<file path="src/rtl/change_dispenser_pkg.sv">
// Shared coin values, FSM states and coin-select encoding for the change dispenser.
// Also used by the vending-machine controller and the benches.
package change_dispenser_pkg;

  localparam int unsigned COIN_Q = 5;
  localparam int unsigned COIN_D = 2;
  localparam int unsigned COIN_N = 1;

  typedef enum logic [2:0] {
    ST_IDLE   = 3'd0,
    ST_SELECT = 3'd1,
    ST_PULSE  = 3'd2,
    ST_GAP    = 3'd3,
    ST_DONE   = 3'd4
  } state_e;

  // One-hot solenoid select {quarter, dime, nickel}
  typedef enum logic [2:0] {
    SEL_NONE = 3'b000,
    SEL_N    = 3'b001,
    SEL_D    = 3'b010,
    SEL_Q    = 3'b100
  } coin_sel_e;

  function automatic int unsigned coin_value(input coin_sel_e sel);
    case (sel)
      SEL_Q:   coin_value = COIN_Q;
      SEL_D:   coin_value = COIN_D;
      SEL_N:   coin_value = COIN_N;
      default: coin_value = 0;
    endcase
  endfunction

endpackage

</file>
<file path="src/rtl/change_dispenser_pulse_timer.sv">
// Loadable down-counter with zero flag; times both the pulse and the gap phases.
module change_dispenser_pulse_timer #(
  parameter int unsigned W = 1
) (
  input  logic         clk,
  input  logic         rst,
  input  logic         load,
  input  logic         dec,
  input  logic [W-1:0] load_val,
  output logic         zero_c
);

  logic [W-1:0] count_q;
  logic [W-1:0] count_d;

  always_comb begin
    count_d = count_q;
    if (load) begin
      count_d = load_val;
    end else if (dec && (count_q != '0)) begin
      count_d = count_q - W'(1);
    end
  end

  always_ff @(posedge clk or posedge rst) begin
    if (rst) begin
      count_q <= '0;
    end else begin
      count_q <= count_d;
    end
  end

  assign zero_c = (count_q == '0);

endmodule

</file>
<file path="src/rtl/change_dispenser.sv">
// Greedy coin-change dispenser: steers one timed pulse at a time to the quarter/dime/nickel solenoid.
// Optional per-transaction coin tally outputs under `define CHANGE_DISP_TALLY_EN.
module change_dispenser
  import change_dispenser_pkg::*;
#(
  parameter int unsigned AMT_W     = 6,
  parameter int unsigned PULSE_LEN = 2,
  parameter int unsigned GAP_LEN   = 1
) (
  input  logic             clk,
  input  logic             rst,
  input  logic             start,
  input  logic [AMT_W-1:0] amount,
  output logic             busy,
  output logic             done,
  output logic             disp_q,
  output logic             disp_d,
  output logic             disp_n
`ifdef CHANGE_DISP_TALLY_EN
  ,
  output logic [AMT_W-1:0] q_cnt,
  output logic [AMT_W-1:0] d_cnt,
  output logic [AMT_W-1:0] n_cnt
`endif
);

  localparam int unsigned TMR_MAX = (PULSE_LEN > GAP_LEN) ? PULSE_LEN : GAP_LEN;
  localparam int unsigned TMR_W   = (TMR_MAX > 1) ? $clog2(TMR_MAX) : 1;

  state_e           state_q, state_d;
  logic [AMT_W-1:0] rem_q, rem_d;
  coin_sel_e        sel_q, sel_d;
  logic             busy_q, busy_d;
  logic             done_q, done_d;
  coin_sel_e        coin_c;
  logic             tmr_load_c;
  logic             tmr_dec_c;
  logic [TMR_W-1:0] tmr_val_c;
  logic             tmr_zero_c;

  change_dispenser_pulse_timer #(
    .W (TMR_W)
  ) u_timer (
    .clk      (clk),
    .rst      (rst),
    .load     (tmr_load_c),
    .dec      (tmr_dec_c),
    .load_val (tmr_val_c),
    .zero_c   (tmr_zero_c)
  );

  // Greedy pick from what is still owed
  always_comb begin
    coin_c = SEL_NONE;
    if (rem_q >= AMT_W'(COIN_Q)) begin
      coin_c = SEL_Q;
    end else if (rem_q >= AMT_W'(COIN_D)) begin
      coin_c = SEL_D;
    end else if (rem_q != '0) begin
      coin_c = SEL_N;
    end
  end

  always_comb begin
    state_d    = state_q;
    rem_d      = rem_q;
    sel_d      = sel_q;
    tmr_load_c = 1'b0;
    tmr_dec_c  = 1'b0;
    tmr_val_c  = '0;
    case (state_q)
      ST_IDLE: begin
        if (start) begin
          rem_d   = amount;
          state_d = ST_SELECT;
        end
      end
      ST_SELECT: begin
        if (rem_q == '0) begin
          state_d = ST_DONE;
        end else begin
          sel_d      = coin_c;
          rem_d      = rem_q - AMT_W'(coin_value(coin_c));
          tmr_load_c = 1'b1;
          tmr_val_c  = TMR_W'(PULSE_LEN - 1);
          state_d    = ST_PULSE;
        end
      end
      ST_PULSE: begin
        if (tmr_zero_c) begin
          sel_d      = SEL_NONE;
          tmr_load_c = 1'b1;
          tmr_val_c  = TMR_W'(GAP_LEN - 1);
          state_d    = ST_GAP;
        end else begin
          tmr_dec_c = 1'b1;
        end
      end
      ST_GAP: begin
        if (tmr_zero_c) begin
          state_d = ST_SELECT;
        end else begin
          tmr_dec_c = 1'b1;
        end
      end
      ST_DONE: begin
        state_d = ST_IDLE;
      end
      default: begin
        state_d = ST_IDLE;
        sel_d   = SEL_NONE;
      end
    endcase
    busy_d = (state_d != ST_IDLE);
    done_d = (state_d == ST_DONE);
  end

  always_ff @(posedge clk or posedge rst) begin
    if (rst) begin
      state_q <= ST_IDLE;
      rem_q   <= '0;
      sel_q   <= SEL_NONE;
      busy_q  <= 1'b0;
      done_q  <= 1'b0;
    end else begin
      state_q <= state_d;
      rem_q   <= rem_d;
      sel_q   <= sel_d;
      busy_q  <= busy_d;
      done_q  <= done_d;
    end
  end

  assign busy   = busy_q;
  assign done   = done_q;
  assign disp_q = (sel_q == SEL_Q);
  assign disp_d = (sel_q == SEL_D);
  assign disp_n = (sel_q == SEL_N);

`ifdef CHANGE_DISP_TALLY_EN
  logic [AMT_W-1:0] q_cnt_q, q_cnt_d;
  logic [AMT_W-1:0] d_cnt_q, d_cnt_d;
  logic [AMT_W-1:0] n_cnt_q, n_cnt_d;

  // Count lands together with the pulse rising, so it is visible in the first pulse cycle
  always_comb begin
    q_cnt_d = q_cnt_q;
    d_cnt_d = d_cnt_q;
    n_cnt_d = n_cnt_q;
    if ((state_q == ST_IDLE) && start) begin
      q_cnt_d = '0;
      d_cnt_d = '0;
      n_cnt_d = '0;
    end else if ((state_q == ST_SELECT) && (rem_q != '0)) begin
      case (coin_c)
        SEL_Q:   q_cnt_d = q_cnt_q + AMT_W'(1);
        SEL_D:   d_cnt_d = d_cnt_q + AMT_W'(1);
        SEL_N:   n_cnt_d = n_cnt_q + AMT_W'(1);
        default: q_cnt_d = q_cnt_q;
      endcase
    end
  end

  always_ff @(posedge clk or posedge rst) begin
    if (rst) begin
      q_cnt_q <= '0;
      d_cnt_q <= '0;
      n_cnt_q <= '0;
    end else begin
      q_cnt_q <= q_cnt_d;
      d_cnt_q <= d_cnt_d;
      n_cnt_q <= n_cnt_d;
    end
  end

  assign q_cnt = q_cnt_q;
  assign d_cnt = d_cnt_q;
  assign n_cnt = n_cnt_q;
`endif

endmodule

</file>
<file path="config.mk">
export PLATFORM = sky130hd
export DESIGN_NAME = change_dispenser
export DESIGN_NICKNAME = d
export VERILOG_FILES = /design/src/rtl/change_dispenser_pkg.sv /design/src/rtl/change_dispenser_pulse_timer.sv /design/src/rtl/change_dispenser.sv
export SDC_FILE = /design/constraint.sdc
export NUM_CORES = 1
export LEC_CHECK = 0
export ABC_AREA = 1
export CORE_MARGIN = 3
export CORE_UTILIZATION = 56
export DETAILED_ROUTE_END_ITERATION = 6
export PLACE_DENSITY = 0.9
export RECOVER_POWER = 25
export SYNTH_ARGS = -nofsm -noshare
export SYNTH_HDL_FRONTEND = slang
export SYNTH_SLANG_ARGS = --single-unit
</file>
<file path="constraint.sdc">
create_clock -name clk -period 3.46 [get_ports clk]
set_input_delay 0.692 -clock clk [delete_from_list [all_inputs] [get_ports clk]]
set_output_delay 0.692 -clock clk [all_outputs]
set_load 0.005 [all_outputs]
</file>
## After elaboration in Yosys (flattened, before gate mapping)

Index checks and enable logic that the tools add are counted.

| storage, ports and cells | value |
|---|---|
| register bits | 15 |
| logic and storage cells | 61 |

| operators by class | value |
|---|---|
| $add $sub $neg | 2 |
| $lt $le $gt $ge | 2 |
| equal/unequal tests | 14 |
| multiplexer cells | 25 |
| bitwise gates (word level) | 1 |
| reduce and logical (&&, ||, !) cells | 11 |

Operator list:

| kind | number |
|---|---|
| 2-to-1 mux 6 bit | 4 |
| 2-to-1 mux 3 bit | 7 |
| case mux 3 bit (3 select lines) | 2 |
| == test 3 x 2 -> 1 bit, second input constant | 4 |
| == test 3 bit, second input constant | 4 |
| case mux 3 bit (4 select lines) | 1 |
| case mux 6 bit (2 select lines) | 1 |
| == test 3 x 1 -> 1 bit, second input constant | 3 |
| 2-to-1 mux 1 bit | 8 |
| >= comparator 6 x 2 -> 1 bit, second input constant | 1 |
| >= comparator 6 x 3 -> 1 bit, second input constant | 1 |
| logical NOT 6 bit | 1 |
| != test 2 bit, second input constant | 3 |
| AND reduction 3 bit | 2 |
| nonzero test 6 bit | 1 |
| subtractor 6 bit | 1 |
| nonzero test 2 bit | 2 |
| logical NOT 3 bit | 1 |
| nonzero test 3 bit | 1 |
| OR reduction 3 bit | 1 |
| 2-to-1 mux 2 bit | 1 |
| case mux 1 bit (2 select lines) | 1 |
| OR reduction 2 bit | 1 |
| logical AND 1 bit | 1 |
| 2 further kinds | 2 |

## Depth between registers and ports, before layout

| logic depth | value |
|---|---|
| depth after elaboration | 11 |
| mapped depth | 14 |
| depth with buffers taken out | 14 |

## Modules after synthesis

A second synthesis with hierarchy kept.

| second synthesis, totals | value |
|---|---|
| cell total of the unflattened synthesis | 139 |
| area total of the unflattened synthesis | 977.2 um2 |

By module, submodules not included:

| module | instances | cells an instance | area an instance (um2) | seq. area each (um2) |
|---|---|---|---|---|
| change_dispenser | 1 | 131 | 924.6 | 350.3 |
| change_dispenser_pulse_timer | 1 | 8 | 52.6 | 25.0 |

## Worst setup path after synthesis

OpenSTA, ideal clock, no wires.

| timing | value |
|---|---|
| path type | flip-flop to flip-flop |
| start point | register rem_q[1] |
| end point | register rem_q[4] |
| library setup time | 0.116 ns |
| arrival time | 1.806 ns |
| path slack | 1.537 ns |
| cell stages (with the launch flop) | 14 |
| buffers on the path | 0 |
| clock period less this slack | 1.923 ns |
| path through | dfrtp_1 -> nor2_1 -> o21ai_0 -> inv_1 -> o21ai_0 -> ha_1 -> inv_1 -> fa_1 -> nand2_1 -> nand4_1 -> nand3_1 -> nand2_1 -> nand2_1 -> nand2_1 |

| on the way | value |
|---|---|
| word-level cells in the longest chain between the ends | 11 |
| elaborated cells on any way between the ends | 18 |

Ends and longest elaborated chain:

| item | line | text |
|---|---|---|
| start: declaration | change_dispenser.sv:31 | `logic [AMT_W-1:0] rem_q, rem_d;` |
| start signal: assignment | change_dispenser.sv:127 | `rem_q <= rem_d;` |
| parallel branches: the longest is 11 deep, another holds >= comparator 6 x 2 -> 1 bit | - |  |

Several ways; the timed one is not identified. The select of a mux whose other input is x is not followed.
A chain may end at the register's enable or synchronous reset.

## Worst setup path after layout

Same ends and word-level chain as after synthesis.

==> metrics <==
max_cap viols 0; # setup viols final 0; Worst setup EP type register; worst-path cell chain nor2_1 -> o21ai_0 -> inv_1 -> o21ai_0 -> ha_1 -> inv_1 -> fa_1 -> nand2_1 -> nand4_1 -> nand3_1 -> nand2_1 -> nand2_1 -> nand2_1; CP max stage delay 440 ps; Fmax achieved 0.4626 GHz; vias in the first global route 801; Routed Antenna Nets 0; worst path arrival time 2360 ps; final critical-path share of the clock period 62.48%; clk_lat worst skew 290 ps; Layout area overhead 12.66%; pwr/cell area 502.1 nW/µm²; first-pass GRT wire length 3.132 mm; fin worst setup slack 1298 ps; Multi-input gate area 455.4 µm²; slew at the pin with the worst max-slew slack 571.6 ps; CP max stage cell dfrtp_1; CP Class register to register; Syn Nets 139; Sink Count 15; Post-CTS Resized 0; Site Rows 14; final net count 155; Slew Viols, Final 0; DP Worst Slack 1342 ps; Period minus WS final 2162 ps; Setup TNS 0 ps; GRT Total Usage 19.89%; peak supply drop 323.5 µV; Root Buffer clkbuf_4; routability cong. 0.9102; core area 1559 µm²; vias 867; Synth Register Bits 15; vias per std cell 5.522; Layout Skew 3.778 ps; sequential area share after synthesis 38.76%; unique cell type count in the Yosys netlist 26; CP most frequent cell nand2_1; WL final 1.868 mm; Avg Synthesized Cell Area 7.686 µm²; initial DRC count 34; DRC 0; ant diodes 0; most frequent cells in the layout 40 x nand2_1, 19 x inv_1, 15 x dfrtp_1; crit start category register; post-CTS setup buffer count 0; total grt overflow 0; largest net degree at the start of global routing 16; Fin. Hold Viols 0; Max transition margin 61.85%; Clock Path Buffers 2; ys flop type dfrtp_1; Ports 14; cell area after synthesis 968.4 µm²; hold-fix buffers at CTS 0; Final Total Pwr 0.5478 mW; cells after synthesis 126; Die H 47.59 µm; die width 47.59 µm; commonest non-fill, non-tap cell in the layout nand2_1; P_leak 0.5738 nW; status finished, final reports clean; Post-synth EDFFs 0; port bufs 13; Hold Path Class register to register; drt pass-1 iters 4; WP data required 3660 ps; total CTS buffers 3; WL per Instance 11.90 µm; H-Tree Depth 1; initial antenna violation count 0; synth warn 0; Fillers 132; full die area 2264 µm²; worst-path maximum fanout 4; flip-flop and latch area 375.4 µm²; layout cells sized above 1 10.64%; CTS tree built; dpl hpwl 1.389 mm; Reg clk slew, reported paths 100 ps; Synth async-reset ratio 100.0%; starting density of the core 62.12%; RSZ-0062 raised after global routing no
flip-flops by register name (all words and copies together) (netlist names):
signal / count
rem_q: 6
sel_q: 3
u_timer.count_q: 1
state_q: 3
done: 1
busy: 1
layer usage:
metal	part of all wire (%)	track usage (%)	vias up
li1	-	-	423
met1	44	23.20	402
met2	48	34.22	38
met3	6.4	4.135	4
met4	1.1	10.22	0
met5	0	0	-
path summary, 6_finish.rpt:
check	startpoint	to	slack, ps	depth (start not counted)
min reg2reg	sel_q[1]	sel_q[1]	480	2
max reg2reg	rem_q[1]	rem_q[4]	1300	13
max in group asynchronous	rst	state_q[0]	2200	2
max	rem_q[1]	rem_q[4]	1300	13
min in group asynchronous	rst	sel_q[2]	880	2
min	sel_q[1]	sel_q[1]	480	2
synth_stat cells (2+ instances only):
cell | n | area [µm²]
nand4_1 | 2 | 12.51
o21ai_0 | 6 | 30.03
nand2_2 | 2 | 12.51
nor2_2 | 3 | 18.77
nand2_4 | 3 | 33.78
dfrtp_1 | 15 | 375.4
o21ai_1 | 3 | 15.01
a21oi_1 | 2 | 10.01
nor2_1 | 7 | 26.28
nand3_1 | 10 | 50.05
ha_1 | 3 | 37.54
nand2_1 | 38 | 142.6
inv_1 | 19 | 71.32
final cells by class:
class / instances / share of cell area [%]
timing repair buffer: 13 / 11.93
tap: 16 / 1.835
clock buffer: 3 / 2.064
sequential: 15 / 34.40
clock inverter: 1 / 0.6881
multi-input combinational: 88 / 41.74
inverter: 21 / 7.339
stage by stage:
step / utilization (%) / cells / cell area, µm² / hold WS, ps
2_1_floorplan: - / 126 / 968.4 / 441.9
3_3_place_gp: 70.06 / 153 / 1092 / 459.5
3_5_place_dp: 70.06 / 153 / 1092 / 458.4
4_1_cts: 71.99 / 157 / 1122 / 483.0
5_1_grt: 69.98 / 157 / 1091 / 508.2
6_report: 69.98 / 157 / 1091 / 478.3
power breakdown:
part	total [mW]	internal, mW	switching [mW]	leakage, nW
sequential	0.222	0.199	0.0237	0.190
combinational	0.218	0.0874	0.131	0.370
clock	0.107	0.0440	0.0631	0.0139
total	0.548	0.330	0.218	0.574
cells by family after synthesis:
kind of cell / synth area share (%)
flip-flops: 38.76
buffers and inverters: 11.37
XOR/XNOR: 0.9046
AND/OR/NAND/NOR: 35.66
adder cells (fa/ha/maj): 5.944
AO/OA/AOI/OAI: 7.365
worst max-delay path, delay by kind of cell (launching register included):
family	cells	cell delay (ps)
fa+ha+maj	2	570
compound gates	2	360
simple gates	7	540
buf+inv	2	160
flops	1	440
Note: power is estimated with default switching activity, not from simulation.
